--- src/rtl/adc_boxcar_decimator_if.sv ---
// Sample-in / average-out bundle for the boxcar decimator.
// Master drives samples and ready; slave returns results.
interface adc_boxcar_decimator_if #(
  parameter int DATA_WIDTH = 24,
  parameter int LOG2_N     = 4
);
  logic                  in_valid;
  logic [DATA_WIDTH-1:0] in_data;
  logic                  clear;
  logic                  out_valid;
  logic                  out_ready;
  logic [DATA_WIDTH-1:0] out_data;
  logic                  overrun;
  logic [LOG2_N:0]       sample_ct;

  modport master (
    output in_valid, in_data, clear, out_ready,
    input  out_valid, out_data, overrun, sample_ct
  );

  modport slave (
    input  in_valid, in_data, clear, out_ready,
    output out_valid, out_data, overrun, sample_ct
  );
endinterface

--- src/rtl/adc_boxcar_decimator.sv ---
// Boxcar decimator: averages 2^LOG2_N signed ADC samples into
// one result held on a valid/ready register with sticky overrun.
module adc_boxcar_decimator #(
  parameter int DATA_WIDTH = 24,
  parameter int LOG2_N     = 4
) (
  input  logic                clk,
  input  logic                rst,
  adc_boxcar_decimator_if.slave bus
);
  localparam int AW = DATA_WIDTH + LOG2_N;
  localparam int CW = LOG2_N + 1;
  localparam logic [CW-1:0] LAST = CW'((1 << LOG2_N) - 1);

  typedef enum logic {EMPTY, FULL} state_e;

  state_e                  state_q;
  logic signed [AW-1:0]    acc_q;
  logic [CW-1:0]           cnt_q;
  logic [DATA_WIDTH-1:0]   data_q;
  logic                    ovr_q;

  logic signed [DATA_WIDTH-1:0] smp;
  logic signed [AW-1:0]         sum_d;
  logic [DATA_WIDTH-1:0]        res_d;
  logic                         complete;

  // Gate the sample so idle-cycle garbage never reaches the adder.
  assign smp      = bus.in_valid ? bus.in_data : '0;
  assign sum_d    = acc_q + AW'(smp);
  assign res_d    = DATA_WIDTH'(sum_d >>> LOG2_N);
  assign complete = bus.in_valid && (cnt_q == LAST);

  always_ff @(posedge clk or posedge rst) begin
    if (rst) begin
      state_q <= EMPTY;
      acc_q   <= '0;
      cnt_q   <= '0;
      data_q  <= '0;
      ovr_q   <= 1'b0;
    end else if (bus.clear) begin
      state_q <= EMPTY;
      acc_q   <= '0;
      cnt_q   <= '0;
      ovr_q   <= 1'b0;
    end else begin
      if (complete) begin
        acc_q  <= '0;
        cnt_q  <= '0;
        data_q <= res_d;
      end else if (bus.in_valid) begin
        acc_q <= sum_d;
        cnt_q <= cnt_q + CW'(1);
      end
      unique case (state_q)
        EMPTY: begin
          if (complete) state_q <= FULL;
        end
        FULL: begin
          if (complete) begin
            if (!bus.out_ready) ovr_q <= 1'b1;
          end else if (bus.out_ready) begin
            state_q <= EMPTY;
          end
        end
      endcase
    end
  end

  assign bus.out_valid = (state_q == FULL);
  assign bus.out_data  = data_q;
  assign bus.overrun   = ovr_q;
  assign bus.sample_ct = cnt_q;
endmodule

--- src/flat_wrapper.sv ---
// flat-port wrapper written by rule: the top's interface ports become plain ports
module adc_boxcar_decimator_flat 
#(
  parameter int DATA_WIDTH = 24,
  parameter int LOG2_N     = 4
)
  (clk, rst, bus_in_valid, bus_in_data, bus_clear, bus_out_ready, bus_out_valid, bus_out_data, bus_overrun, bus_sample_ct);
  adc_boxcar_decimator_if #(.DATA_WIDTH(DATA_WIDTH), .LOG2_N(LOG2_N)) bus_i ();
  input  logic clk;
  input  logic rst;
  input wire logic [$bits(bus_i.in_valid)-1:0] bus_in_valid;
  input wire logic [$bits(bus_i.in_data)-1:0] bus_in_data;
  input wire logic [$bits(bus_i.clear)-1:0] bus_clear;
  input wire logic [$bits(bus_i.out_ready)-1:0] bus_out_ready;
  output wire logic [$bits(bus_i.out_valid)-1:0] bus_out_valid;
  output wire logic [$bits(bus_i.out_data)-1:0] bus_out_data;
  output wire logic [$bits(bus_i.overrun)-1:0] bus_overrun;
  output wire logic [$bits(bus_i.sample_ct)-1:0] bus_sample_ct;
  assign bus_i.in_valid = bus_in_valid;
  assign bus_i.in_data = bus_in_data;
  assign bus_i.clear = bus_clear;
  assign bus_i.out_ready = bus_out_ready;
  assign bus_out_valid = bus_i.out_valid;
  assign bus_out_data = bus_i.out_data;
  assign bus_overrun = bus_i.overrun;
  assign bus_sample_ct = bus_i.sample_ct;
  adc_boxcar_decimator #(.DATA_WIDTH(DATA_WIDTH), .LOG2_N(LOG2_N)) u_core (.clk(clk), .rst(rst), .bus(bus_i));
endmodule
--- config.mk ---
export PLATFORM = sky130hd
export DESIGN_NAME = adc_boxcar_decimator_flat
export DESIGN_NICKNAME = d
export VERILOG_FILES = /design/src/rtl/adc_boxcar_decimator_if.sv /design/src/rtl/adc_boxcar_decimator.sv /design/src/flat_wrapper.sv
export SDC_FILE = /design/constraint.sdc
export NUM_CORES = 1
export LEC_CHECK = 0
export ABC_AREA = 1
export BUFFER_PORTS_ARGS = -buffer_cell sky130_fd_sc_hd__buf_2
export CAP_MARGIN = 20
export CORE_MARGIN = 8
export CORE_UTILIZATION = 59
export CTS_CLUSTER_DIAMETER = 60
export CTS_CLUSTER_SIZE = 12
export DETAILED_ROUTE_END_ITERATION = 8
export GPL_TIMING_DRIVEN = 0
export PLACE_DENSITY_LB_ADDON = 0.2
export SETUP_SLACK_MARGIN = 0.2
export SYNTH_ARGS = -nofsm -noshare
export SYNTH_HDL_FRONTEND = slang
export SYNTH_SLANG_ARGS = --single-unit
--- constraint.sdc ---
create_clock -name clk -period 2.1 [get_ports clk]
set_input_delay 0.42 -clock clk [delete_from_list [all_inputs] [get_ports clk]]
set_output_delay 0.42 -clock clk [all_outputs]
set_load 0.03 [all_outputs]
# Yosys cells after proc, flatten, opt, wreduce, memory -nomap -nowiden

Index checks and enable logic that the tools add are counted.

Output and inout port bits: 31
Word-level logic and storage cells: 33
Bits of input ports: 29
Register bits after elaboration: 59

Equal/unequal tests: 2
Muxes and demuxes: 16
Reductions and logical operators: 6
$add $sub $neg: 2
Bitwise logic cells: 2

Operators by type and width:

| cell                  | number |
|---|---|
| $mux W28              | 3 |
| $add A28 B24 Y28      | 1 |
| $mux W24              | 1 |
| $mux W5               | 3 |
| $mux W1               | 8 |
| $add A5 B1 Y5 const B | 1 |
| $eq A5 B4 Y1 const B  | 1 |
| $reduce_bool A2 Y1    | 2 |
| $reduce_and A3 Y1     | 1 |
| $reduce_bool A3 Y1    | 1 |
| $ne A2 B2 Y1 const B  | 1 |
| $not A1 Y1            | 2 |
| $pmux W1 S2           | 1 |
| $reduce_and A2 Y1     | 1 |
| $logic_and A1 B1 Y1   | 1 |

# Logic depth before layout (Yosys ltp)

Gate-level depths: netlist of run 1.

Word-level depth: 5
Mapped depth: 17
Gate-level depth less buffers: 15

# Worst setup path before layout of run 1

Ideal clock, no wire load.

Path kind: input port to flip-flop
From: input port bus_in_valid
To: register u_core.acc_q[24]
Stages: 17
Required time: 1.982 ns
Library setup time: 0.118 ns
Path slack: -0.254 ns
Data arrival time: 2.236 ns
Buffers on the path: 2
Cell sequence: buf_6 > clkbuf_1 > nand2_1 > inv_1 > ha_1 > inv_1 > fa_1 > inv_1 > nand3_1 > nand3_2 > nand2_1 > nand2_1 > nand2_1 > nand3_1 > nand2_1 > nand3_1 > nand2_1

Cells in the longest elaborated chain, start to end: 5
Elaborated cells between the ends (all ways): 7
Classes of those cells: 1 x add/sub; 4 x mux; 2 x reduce/logical

Ends and longest elaborated chain:

| element              | RTL line                   | RTL |
|---|---|---|
| from (decl)          | flat_wrapper.sv:11         | `input wire logic [$bits(bus_i.in_valid)-1:0] bus_in_valid;` |
| $mux W24             | adc_boxcar_decimator.sv:29 | `assign smp = bus.in_valid ? bus.in_data : '0;` |
| $add A28 B24 Y28     | adc_boxcar_decimator.sv:30 | `assign sum_d = acc_q + AW'(smp);` |
| $mux W28             | adc_boxcar_decimator.sv:51 | `end else if (bus.in_valid) begin` |
| $mux W28             | adc_boxcar_decimator.sv:47 | `if (complete) begin` |
| $mux W28             | adc_boxcar_decimator.sv:41 | `end else if (bus.clear) begin` |
| to (signal assigned) | adc_boxcar_decimator.sv:52 | `acc_q <= sum_d;` |
| to (decl)            | adc_boxcar_decimator.sv:18 | `logic signed [AW-1:0] acc_q;` |

Several ways; a longest one is shown, not always the timed one. The select of a mux whose other input is x is not followed.
A chain may end at the register's enable or synchronous reset.

# Final worst setup path of run 1

From: register u_core.acc_q[0]
To: register u_core.data_q[8] (netlist: u_core.bus.out_data[8])

Cells in the longest elaborated chain, start to end: 1

Ends and longest elaborated chain:

| element              | RTL line                   | RTL |
|---|---|---|
| $add A28 B24 Y28     | adc_boxcar_decimator.sv:30 |  |
| to (signal assigned) | adc_boxcar_decimator.sv:50 | `data_q <= res_d;` |
| to (decl)            | adc_boxcar_decimator.sv:20 | `logic [DATA_WIDTH-1:0] data_q;` |

Every way passes these cells.

==> impl_results.md, run 1 <==
- Reg-to-Reg Start: u_core.acc_q[0]
- CTS Sinks: 59
- P&R area growth vs syn: 31.2%
- Crit path required time: 2330 ps
- CP Depth: 13
- Slowest CP cell: dfrtp_1
- Worst Skew: 9.29 ps
- Initial antenna violation count: 0
- Worst skew pair latency: 350 ps
- Root Buffer: clkbuf_8
- Largest net degree at the start of global routing: 32
- Cell internal pwr: 0.00194 W
- FFs w/ async S/R, synth: 100%
- RePlAce Congestion: 0.936
- Power density cells: 492 nW/um^2
- Starting Density: 61.4%
- Max stage delay on crit path: 410 ps
- Crit-path max FO: 4
- First-pass GRT wire length: 21000 um
- Top delay family on crit path: simple AND/OR/NAND/NOR gates
- DP HPWL: 9670 um
- H-tree level count: 3
- Routed vias/inst: 5.40
- Tcrit/Tclk final: 94.6%
- Endpoints failing hold: 0
- Gr ovfl total: 0
- Max Slew Vio Count: 0
- Post-CTS Hold Fix Bufs: 0
- Buffers & Inverters on Critical Path: 2
- Worst setup path start: u_core.acc_q[0]
- Max Cap Viol: 0
- Distinct cell type count after synthesis: 33
- Relative slew slack: 58.1%
- Reg2reg path depth: 13
- Setup crit end kind: flop
- Core Rows: 31
- ANT cells: 0
- Comb power frac: 26.0%
- Synth Flop Type: dfrtp_1
- Die Ht: 103 um
- Clk buf depth: 2
- CTS clk-pin slew, worst paths: 70 ps
- CP startpoint kind: flop
- Status: finished clean
- Seq/Total Area, Yosys: 33.0%
- Gate count of the mapped netlist: 702
- I/O Buffers: 58
- Fmax: 0.503 GHz
- Min Tclk post-route: 1990 ps
- Switching part of the total: 32.8%
- Final setup vio count: 0
- Die X: 103 um
- Wire per inst: 15.7 um
- Critical path type: reg -> reg
- WL final: 13900 um
- Syn Area/Cell: 6.38 sq um
- CTS Buf Count: 9
- Iteration-0 DRC Markers: 212
- Class of the worst hold path: in -> async
- RSZ-0062 raised after global routing: true
- P_leak: 3.47 nW
- Total Power: 0.00289 W
- Post-synthesis net count: 760
- Cells along the critical path: ha_4 > inv_2 > fa_2 > inv_2 > nand3_4 > nand3_4 > nand2_4 > nand2_4 > nand2_2 > nand2_2 > nand2_1 > nand3_1 > nand2_1
- CTS tree: done
- Antenna viol nets, final: 0
- Yosys warns: 0
- DR pass1 iterations: 5
- Syn Std Cell Area: 4480 sq um
- VDD IR max: 0.507 mV
- Worst-Margin Slew: 627 ps
- # nets final: 841
- Number of flops mapped to enable cells by yosys: 0
- Share of power burned in registers: 42.6%
- Clock network fraction of total power: 31.3%
- Net Switching: 0.000948 W
- Tot GR Track Use: 25.2%
- Final Core Density: 80.6%
- Via count: 4785
- Vias in the first global route: 4597
- Flops & latches, synth: 59
- I/O pin count: 60
- Critical path arrival: 2220 ps
- Share of layout cells above drive strength 1: 26.8%
- Core Region: 7290 sq um
- Sum of negative setup slack: 0 ps
- Die area: 10600 sq um
- DRC viols: 0
routing by layer:
metal	part of all wire, %	vias up	wire [um]	GRT usage [%]
met4	3.9	0	543	12.0
met3	6.2	44	858	3.24
met5	0	-	0	0
met2	48	188	6660	42.4
li1	-	2312	-	-
met1	42	2241	5840	31.2
registers in the layout, summed over array words and instances (netlist names):
name                  flops
u_core.acc_q             28
u_core.bus.out_data      24
u_core.bus.out_valid      1
u_core.bus.overrun        1
u_core.bus.sample_ct      5
worst register-to-register path: cells and delay by family (launching register included):
family | cells | cell delay, ps
DFF | 1 | 410
adders and majority gates | 2 | 510
and+or+nand+nor | 9 | 810
buffers and inverters | 2 | 130
cell usage after synthesis (2+ instances only):
cell type    n  area share, %
o21ai_0     11            1.2
nand4_1      7           0.98
xnor2_1      5           0.98
nand2_4      3           0.75
xor2_1       6            1.2
buf_6        2           0.50
ha_1        28            7.8
nor2_4       2           0.50
a21oi_1     16            1.8
dfrtp_1     59             33
inv_1      119             10
nand3_1     60            6.7
nand2_1    310             26
nor2_1      37            3.1
clkbuf_1     3           0.25
buf_2        6           0.67
a22o_1       2           0.39
inv_2        2           0.17
nand3b_1     8            1.3
o21bai_1     2           0.34
nor3_1       2           0.22
final cells by class:
cell class                 instances  area [sq um]
sequential                        59          1480
buffer                            12           109
clock inverter                     3          15.0
tap                               99           124
fill                             538          1410
inverter                         122           464
timing repair buffer              70           412
multi-input combinational        509          3130
clock buffer                      12           145
cells by family (layout without fill, tap and decap cells):
family | Yosys count | in the layout | share of synthesized area [%]
AO/OA/AOI/OAI | 34 | 34 | 4.22
flip-flops | 59 | 59 | 33.0
XOR/XNOR | 11 | 11 | 2.15
adder cells (fa/ha/maj) | 29 | 29 | 8.27
buffers and inverters | 134 | 219 | 11.8
multiplexers | 1 | 1 | 0.223
AND/OR/NAND/NOR | 434 | 434 | 40.4
per-stage QoR:
step,cells,cell area (sq um),setup WS (ps),hold slack [ps]
6_report,886,5880,113,147
5_1_grt,886,5880,76.0,213
4_1_cts,883,5430,196,169
3_5_place_dp,860,5070,-441,460
3_3_place_gp,859,5050,-484,458
2_1_floorplan,702,4640,13.7,455
final timing paths:
check | to | slack, ps
setup / recovery | u_core.bus.out_data[8] | 110
hold / removal | u_core.acc_q[25] | 150
setup reg to reg | u_core.bus.out_data[8] | 110
hold reg to reg | u_core.bus.out_data[10] | 480
max in group asynchronous | u_core.bus.out_data[6] | 1360
min in group clk | u_core.bus.out_valid | 350
cells in the final DEF, fill, tap and decap left out, types with 8 or more instances in the layout:
master,netlist,routed
nand2_1,310,278
buf_4,1,10
a21oi_1,16,10
nor2_4,2,9
nand3_2,1,14
nand3b_1,8,8
nand2_4,3,9
ha_4,0,26
inv_1,119,114
clkbuf_8,0,11
nand2_2,0,26
buf_2,6,64
nor2_1,37,19
nor2_2,1,12
nand3_1,60,44
dfrtp_1,59,59
power groups by stage:
stage                     logic (W)  clock network [W]  registers, W
final                      0.000753           0.000906       0.00123
after global routing       0.000820           0.000957       0.00124
after CTS                  0.000613           0.000899       0.00122
after detailed placement   0.000574                  0       0.00124
after global placement     0.000557                  0       0.00123
after floorplan            0.000425                  0       0.00124
timing repair:
item	4_1_cts	5_1_grt
buffers inserted	7	3
cloned	1	0
endpoints found under the setup margin	34	42
pin swaps	9	32
gates resized for setup	25	86
No activity file was read; power rests on OpenSTA's default activity.
==> run 2: changes to the inputs <==
--- a/config.mk
+++ b/config.mk
@@ -15,6 +15,7 @@
 export DETAILED_ROUTE_END_ITERATION = 8
 export GPL_TIMING_DRIVEN = 0
 export PLACE_DENSITY_LB_ADDON = 0.2
+export RECOVER_POWER = 25
 export SETUP_SLACK_MARGIN = 0.2
 export SYNTH_ARGS = -nofsm -noshare
 export SYNTH_HDL_FRONTEND = slang
==> constraint.sdc (replaced) <==
create_clock -name clk -period 2.15 [get_ports clk]
set_input_delay 0.43 -clock clk [delete_from_list [all_inputs] [get_ports clk]]
set_output_delay 0.43 -clock clk [all_outputs]
set_load 0.03 [all_outputs]
==> impl_results.md, run 2 (synthesis results as in run 1) <==
- Initial antenna violation count: 0 (unchanged)
- Buffers & Inverters on Critical Path: 5 (+3)
- Worst-Margin Slew: 1170 ps (+542 ps)
- Power density cells: 522 nW/um^2 (+6.1%)
- Root Buffer: clkbuf_8
- Cell internal pwr: 0.00207 W (+6.4%)
- Largest net degree at the start of global routing: 32 (unchanged)
- # fillers: 554 (+3.0%)
- Setup ws final: 251 ps (+138 ps)
- Largest reg by FF count: u_core.acc_q
- Crit-path max FO: 9 (+5)
- Starting Density: 61.4% (unchanged)
- DP Cell Count: 860 (unchanged)
- Clk buf depth: 2 (unchanged)
- H-tree level count: 3 (unchanged)
- Core Rows: 31 (unchanged)
- Net Switching: 0.000911 W (-3.8%)
- Area occupied by multi-input gates: 2940 sq um (-6.2%)
- Die X: 103 um (unchanged)
- DP HPWL: 9820 um (+1.5%)
- CTS tree: done
- Leading cell type in the layout, fill and taps excluded: nand2_1
- Min Tclk post-route: 1900 ps
- Max Slew Vio Count: 0 (unchanged)
- Tot GR Track Use: 25.4% (+0.22 points)
- Cells along the critical path: buf_12 > clkbuf_16 > nand2_4 > inv_2 > ha_4 > inv_2 > fa_2 > inv_2 > nand3_2 > nand3_4 > nand2_2 > nand2_4 > nand2_2 > nand4_1 > nand3_2 > nand2_1
- Crit path required time: 2430 ps (+100 ps)
- ANT cells: 0 (unchanged)
- Total Power: 0.00298 W (+3.1%)
- Antenna viol nets, final: 0 (unchanged)
- Top delay family on crit path: simple AND/OR/NAND/NOR gates
- VDD IR max: 0.409 mV (-19%)
- Worst skew pair latency: 350 ps (about the same)
- P&R area growth vs syn: 27.5%
- CP dominant cell by count: inv_2
- Routed vias/inst: 5.27 (-2.4%)
- Gr ovfl total: 0 (unchanged)
- Setup crit end kind: flop
- CP startpoint kind: input pin
- P_leak: 3.44 nW (-1.0%)
- CTS Buf Count: 9 (unchanged)
- # nets final: 840 (-0.12%)
- Max Cap Viol: 0 (unchanged)
- Share of power burned in registers: 40.1% (-2.5 points)
- Max stage delay on crit path: 350 ps (-60 ps)
- Class of the worst hold path: in -> reg
- Critical path type: in -> reg
- Gr busiest metal: met2
- Met1 GRT Util: 30.7% (-0.52 points)
- Max reg flops: 28 (unchanged)
- Iteration-0 DRC Markers: 225 (+6.1%)
- Register area: 1480 sq um (unchanged)
- Setup slack at placement: -398 ps (+43.4 ps)
- Comb power frac: 22.6% (-3.4 points)
- Wire per inst: 15.1 um (-4.0%)
- Relative slew slack: 22.0% (-36 points)
- Post-CTS Hold Fix Bufs: 0 (unchanged)
- Fmax: 0.527 GHz
- First-pass GRT wire length: 20900 um (-0.42%)
- Fin cells: 886 (unchanged)
- CTS Sinks: 59 (unchanged)
- Status: finished clean
- Via count: 4669 (-2.4%)
- Slowest CP cell: fa_2
- Die Ht: 103 um (unchanged)
- GRT met3 Usage: 3.58% (+0.34 points)
- I/O pin count: 60 (unchanged)
- Most frequent cells in the layout: 279 x nand2_1, 116 x inv_1, 64 x buf_2
- Tcrit/Tclk final: 88.3%
- RePlAce Congestion: 0.948 (+1.3%)
- Final Core Density: 78.3% (-2.3 points)
- DRC viols: 0 (unchanged)
- Final setup vio count: 0 (unchanged)
- Die area: 10600 sq um (unchanged)
- DR pass1 iterations: 5 (unchanged)
- Clock network fraction of total power: 37.3% (+6.0 points)
- Endpoints failing hold: 0 (unchanged)
- CTS clk-pin slew, worst paths: 60 ps (about the same)
- I/O Buffers: 58 (unchanged)
- Share of layout cells above drive strength 1: 24.9% (-1.9 points)
- Vias in the first global route: 4570 (-0.59%)
- WL final: 13400 um (-4.0%)
- Core Region: 7290 sq um (unchanged)
- Worst Skew: 12.9 ps (+3.57 ps)
- Met2 Use GR: 43.5% (+1.1 points)
- Switching part of the total: 30.6% (-2.2 points)
- RSZ-0062 raised after global routing: false
- Critical path arrival: 2180 ps (-40 ps)
## run 2: worst register-to-register path: stages, from the launching register on
cell and delay [ps]:
dfrtp_1 410, ha_4 170, inv_2 40, fa_2 350, inv_2 90, nand3_2 90
nand3_4 120, nand2_2 80, nand2_4 90, nand2_2 90, nand4_1 160, nand3_2 100
nand2_1 70
## run 2: timing repair
| item | CTS | global route |
|---|---|---|
| gates cloned | 1 | 0 |
| setup endpoints to repair | 30 | 42 |
| pin swaps | 3 | 15 |
| buffers inserted | 4 | 5 |
| gates resized for setup | 14 | 79 |
## run 2: final timing paths
kind                                                 to                    from  slack, ps  cells after the start
worst max-delay path            u_core.bus.out_data[18]            bus_in_valid        250                     16
worst min-delay path               u_core.bus.out_valid               bus_clear        360                      2
worst max register to register  u_core.bus.out_data[18]         u_core.acc_q[0]        250                     12
worst min register to register   u_core.bus.out_data[8]  u_core.bus.out_data[8]        470                      2
max in group asynchronous              u_core.acc_q[11]                     rst       1010                      3
min in group asynchronous              u_core.acc_q[25]                     rst        400                      2
## run 2: power groups by stage
stage | clock network [W] | logic [W] | registers (W)
after floorplan | 0 | 0.000406 | 0.00121
after global placement | 0 | 0.000533 | 0.00120
after detailed placement | 0 | 0.000552 | 0.00121
after CTS | 0.00112 | 0.000574 | 0.00119
after global routing | 0.00117 | 0.000743 | 0.00120
final | 0.00111 | 0.000674 | 0.00119
## run 2: through the flow
step | hold WS (ps) | TNS (ps) | area (sq um)
finish | 363 | 0 | 5710
global route | 365 | 0 | 5710
CTS | 188 | 0 | 5360
detailed placement | 460 | -8740 | 5050
global placement | 457 | -33720 | 5030
floorplan | 455 | 0 | 4610
## run 2: area by class of cell
type	count	share of cell area, %
tap	99	2.17
multi-input combinational	509	51.5
clock inverter	5	1.36
buffer	12	1.97
inverter	122	8.04
clock buffer	11	2.30
sequential	59	25.8
timing repair buffer	69	6.86
## run 2: per-layer routing
layer  part of all wire [%]  vias up
li1                       -     2308
met1                     43     2160
met2                     48      163
met3                    5.3       38
met4                    3.3        0
met5                      0        -
==> run 3: changes to the inputs <==
--- a/config.mk
+++ b/config.mk
@@ -9,7 +9,7 @@
 export BUFFER_PORTS_ARGS = -buffer_cell sky130_fd_sc_hd__buf_2
 export CAP_MARGIN = 20
 export CORE_MARGIN = 8
-export CORE_UTILIZATION = 59
+export CORE_UTILIZATION = 53
 export CTS_CLUSTER_DIAMETER = 60
 export CTS_CLUSTER_SIZE = 12
 export DETAILED_ROUTE_END_ITERATION = 8
==> constraint.sdc (replaced) <==
create_clock -name clk -period 1.7 [get_ports clk]
set_input_delay 0.34 -clock clk [delete_from_list [all_inputs] [get_ports clk]]
set_output_delay 0.34 -clock clk [all_outputs]
set_load 0.03 [all_outputs]
==> impl_results.md, run 3 (synthesis results as in run 1) <==
- Status: finished, violations left
- Failing checks: setup timing
- Max stage delay on crit path: 440 ps (+90 ps)
- Top delay family on crit path: simple AND/OR/NAND/NOR gates
- Setup ws final: -283 ps (-534 ps)
- Cells along the critical path: ha_4 > nand2_4 > nor2_4 > nand3_2 > nand3b_1 > nand2_1 > nand2_1 > nand2_2 > nand3_2 > nand2_1
- Endpoints failing hold: 0 (unchanged)
- Vias in the first global route: 4828 (+5.6%)
- Die X: 108 um (+4.7%)
- Top layer in use: met4
- ANT cells: 0 (unchanged)
- Initial antenna violation count: 0 (unchanged)
- H-tree level count: 3 (unchanged)
- # nets final: 871 (+3.7%)
- Area of placed instances: 5200 sq um (+3.0%)
- RR Endpoint: u_core.bus.out_data[15]
- DR WL met3: 1070 um (+50%)
- CP dominant cell by count: nand2_1
- Routed vias/inst: 5.48 (+4.0%)
- I/O Buffers: 58 (unchanged)
- Iteration-0 DRC Markers: 378 (+68%)
- Power density cells: 610 nW/um^2 (+17%)
- Clk buf depth: 2 (unchanged)
- Gr ovfl total: 0 (unchanged)
- Wire per inst: 17.4 um (+15%)
- CTS Buf Count: 9 (unchanged)
- P_leak: 3.86 nW (+12%)
- Setup crit end kind: flop
- Crit path required time: 1950 ps (-480 ps)
- DRC viols: 0 (unchanged)
- Root Buffer: clkbuf_8
- Die Ht: 108 um (+4.7%)
- Reg-to-Reg Start: u_core.acc_q[5]
- Die area: 11700 sq um (+9.5%)
- Core Region: 8220 sq um (+13%)
- Final design instance area without fill: 6660 sq um (+17%)
- VDD IR max: 0.448 mV (+9.4%)
- Largest reg by FF count: u_core.acc_q
- Relative slew slack: 25.5% (+3.5 points)
- Via count: 5057 (+8.3%)
- Max reg flops: 28 (unchanged)
- CTS clk-pin slew, worst paths: 70 ps (about the same)
- Most frequent cells in the layout: 235 x nand2_1, 98 x inv_1, 63 x buf_2
- Post-CTS Hold Fix Bufs: 0 (unchanged)
- WL final: 16000 um (+20%)
- Final setup vio count: 44 (+44)
- DP Cell Count: 866 (+0.70%)
- Buffers & Inverters on Critical Path: 0 (-5)
- # fillers: 547 (-1.3%)
- CP startpoint kind: flop
- Worst Skew: 12.4 ps (-0.429 ps)
- Worst skew pair latency: 360 ps (about the same)
- Core Rows: 33 (+6.5%)
- RePlAce Congestion: 0.934 (-1.6%)
- Max Cap Viol: 0 (unchanged)
- CTS tree: done
- Fmax: 0.504 GHz
- Worst-Margin Slew: 1110 ps (-57.6 ps)
- DP HPWL: 9860 um (+0.41%)
- Share of layout cells above drive strength 1: 40.8% (+16 points)
- Fin cells: 923 (+4.2%)
- Antenna viol nets, final: 0 (unchanged)
- Max Slew Vio Count: 0 (unchanged)
- Largest net degree at the start of global routing: 36 (+13%)
- DR WL met2: 7710 um (+20%)
- Setup slack at placement: -747 ps (-350 ps)
- Critical path type: reg -> reg
- Critical path arrival: 2230 ps (+50 ps)
- CTS Sinks: 59 (unchanged)
- Min Tclk post-route: 1980 ps
- Leading cell type in the layout, fill and taps excluded: nand2_1
- Tcrit/Tclk final: 117%
- Reg2reg path depth: 10 (-2)
- P&R area growth vs syn: 48.7%
- Flop2flop setup slack: -280 ps (-530 ps)
- Final Core Density: 81.1% (+2.8 points)
- Class of the worst hold path: in -> async
- Starting Density: 54.5% (-6.9 points)
- I/O pin count: 60 (unchanged)
- Crit-path max FO: 4 (-5)
- Slowest CP cell: dfrtp_1
- First-pass GRT wire length: 22300 um (+6.5%)
- DR pass1 iterations: 7 (+2)
- Tot GR Track Use: 23.9% (-1.5 points)
- RSZ-0062 raised after global routing: true
- M1 WL: 6340 um (+10%)
-- run 3: changes by cell type in the layout (fill, tap and decap cells not counted), moves of 17 or more --
cell     change
nand3_1     -27
inv_2       +17
inv_1       -18
nand2_1     -44
nand3_2     +18
nand2_2     +28
-- run 3: layout make-up --
type                       instances  area (sq um)  share of cell area [%]
tap                              105           131                    1.97
sequential                        59          1480                    22.2
multi-input combinational        509          3580                    53.7
timing repair buffer             100           682                    10.2
inverter                         122           464                    6.97
buffer                            12           115                    1.73
clock buffer                      12           165                    2.48
clock inverter                     4          47.5                   0.714
-- run 3: report_power, final --
group	switching, W	internal [W]	leakage (nW)	total [W]
sequential	0.0000571	0.00146	0.808	0.00152
combinational	0.000658	0.000484	2.94	0.00114
clock	0.000618	0.000792	0.108	0.00141
-- run 3: worst max path at each step --
| stage | cells after the start | slack [ps] | start | to |
|---|---|---|---|---|
| 4_1_cts | 13 | -160 | u_core.acc_q[0] | u_core.bus.out_data[18] |
| 5_1_grt | 12 | -360 | u_core.acc_q[5] | u_core.bus.out_data[15] |
| 2_1_floorplan | 17 | -310 | bus_in_valid | u_core.acc_q[24] |
| 3_5_place_dp | 15 | -750 | bus_in_valid | u_core.bus.out_data[21] |
| 6_report | 10 | -280 | u_core.acc_q[5] | u_core.bus.out_data[15] |
| 3_3_place_gp | 15 | -710 | bus_in_valid | u_core.bus.out_data[21] |
-- run 3: routing by layer --
metal  global-route usage, %  vias up
met5                       0        -
met4                    11.4        0
met3                    3.63       86
met2                    40.8      246
met1                    28.8     2357
li1                        -     2368
-- run 3: metrics by stage --
step           setup TNS [ps]  total power [W]  hold WS (ps)
3_3_place_gp           -22940          0.00227           458
2_1_floorplan           -8160          0.00210           403
6_report                -6740          0.00407           161
4_1_cts                 -3100          0.00387          57.4
5_1_grt                -10110          0.00423           256
3_5_place_dp           -24370          0.00229           430
-- run 3: timing repair --
item                       in CTS  in global routing
setup endpoints to repair      49                 52
resized for setup             123                 97
buffers inserted               21                 19
cloned                          0                  1
pin swaps                      45                 68
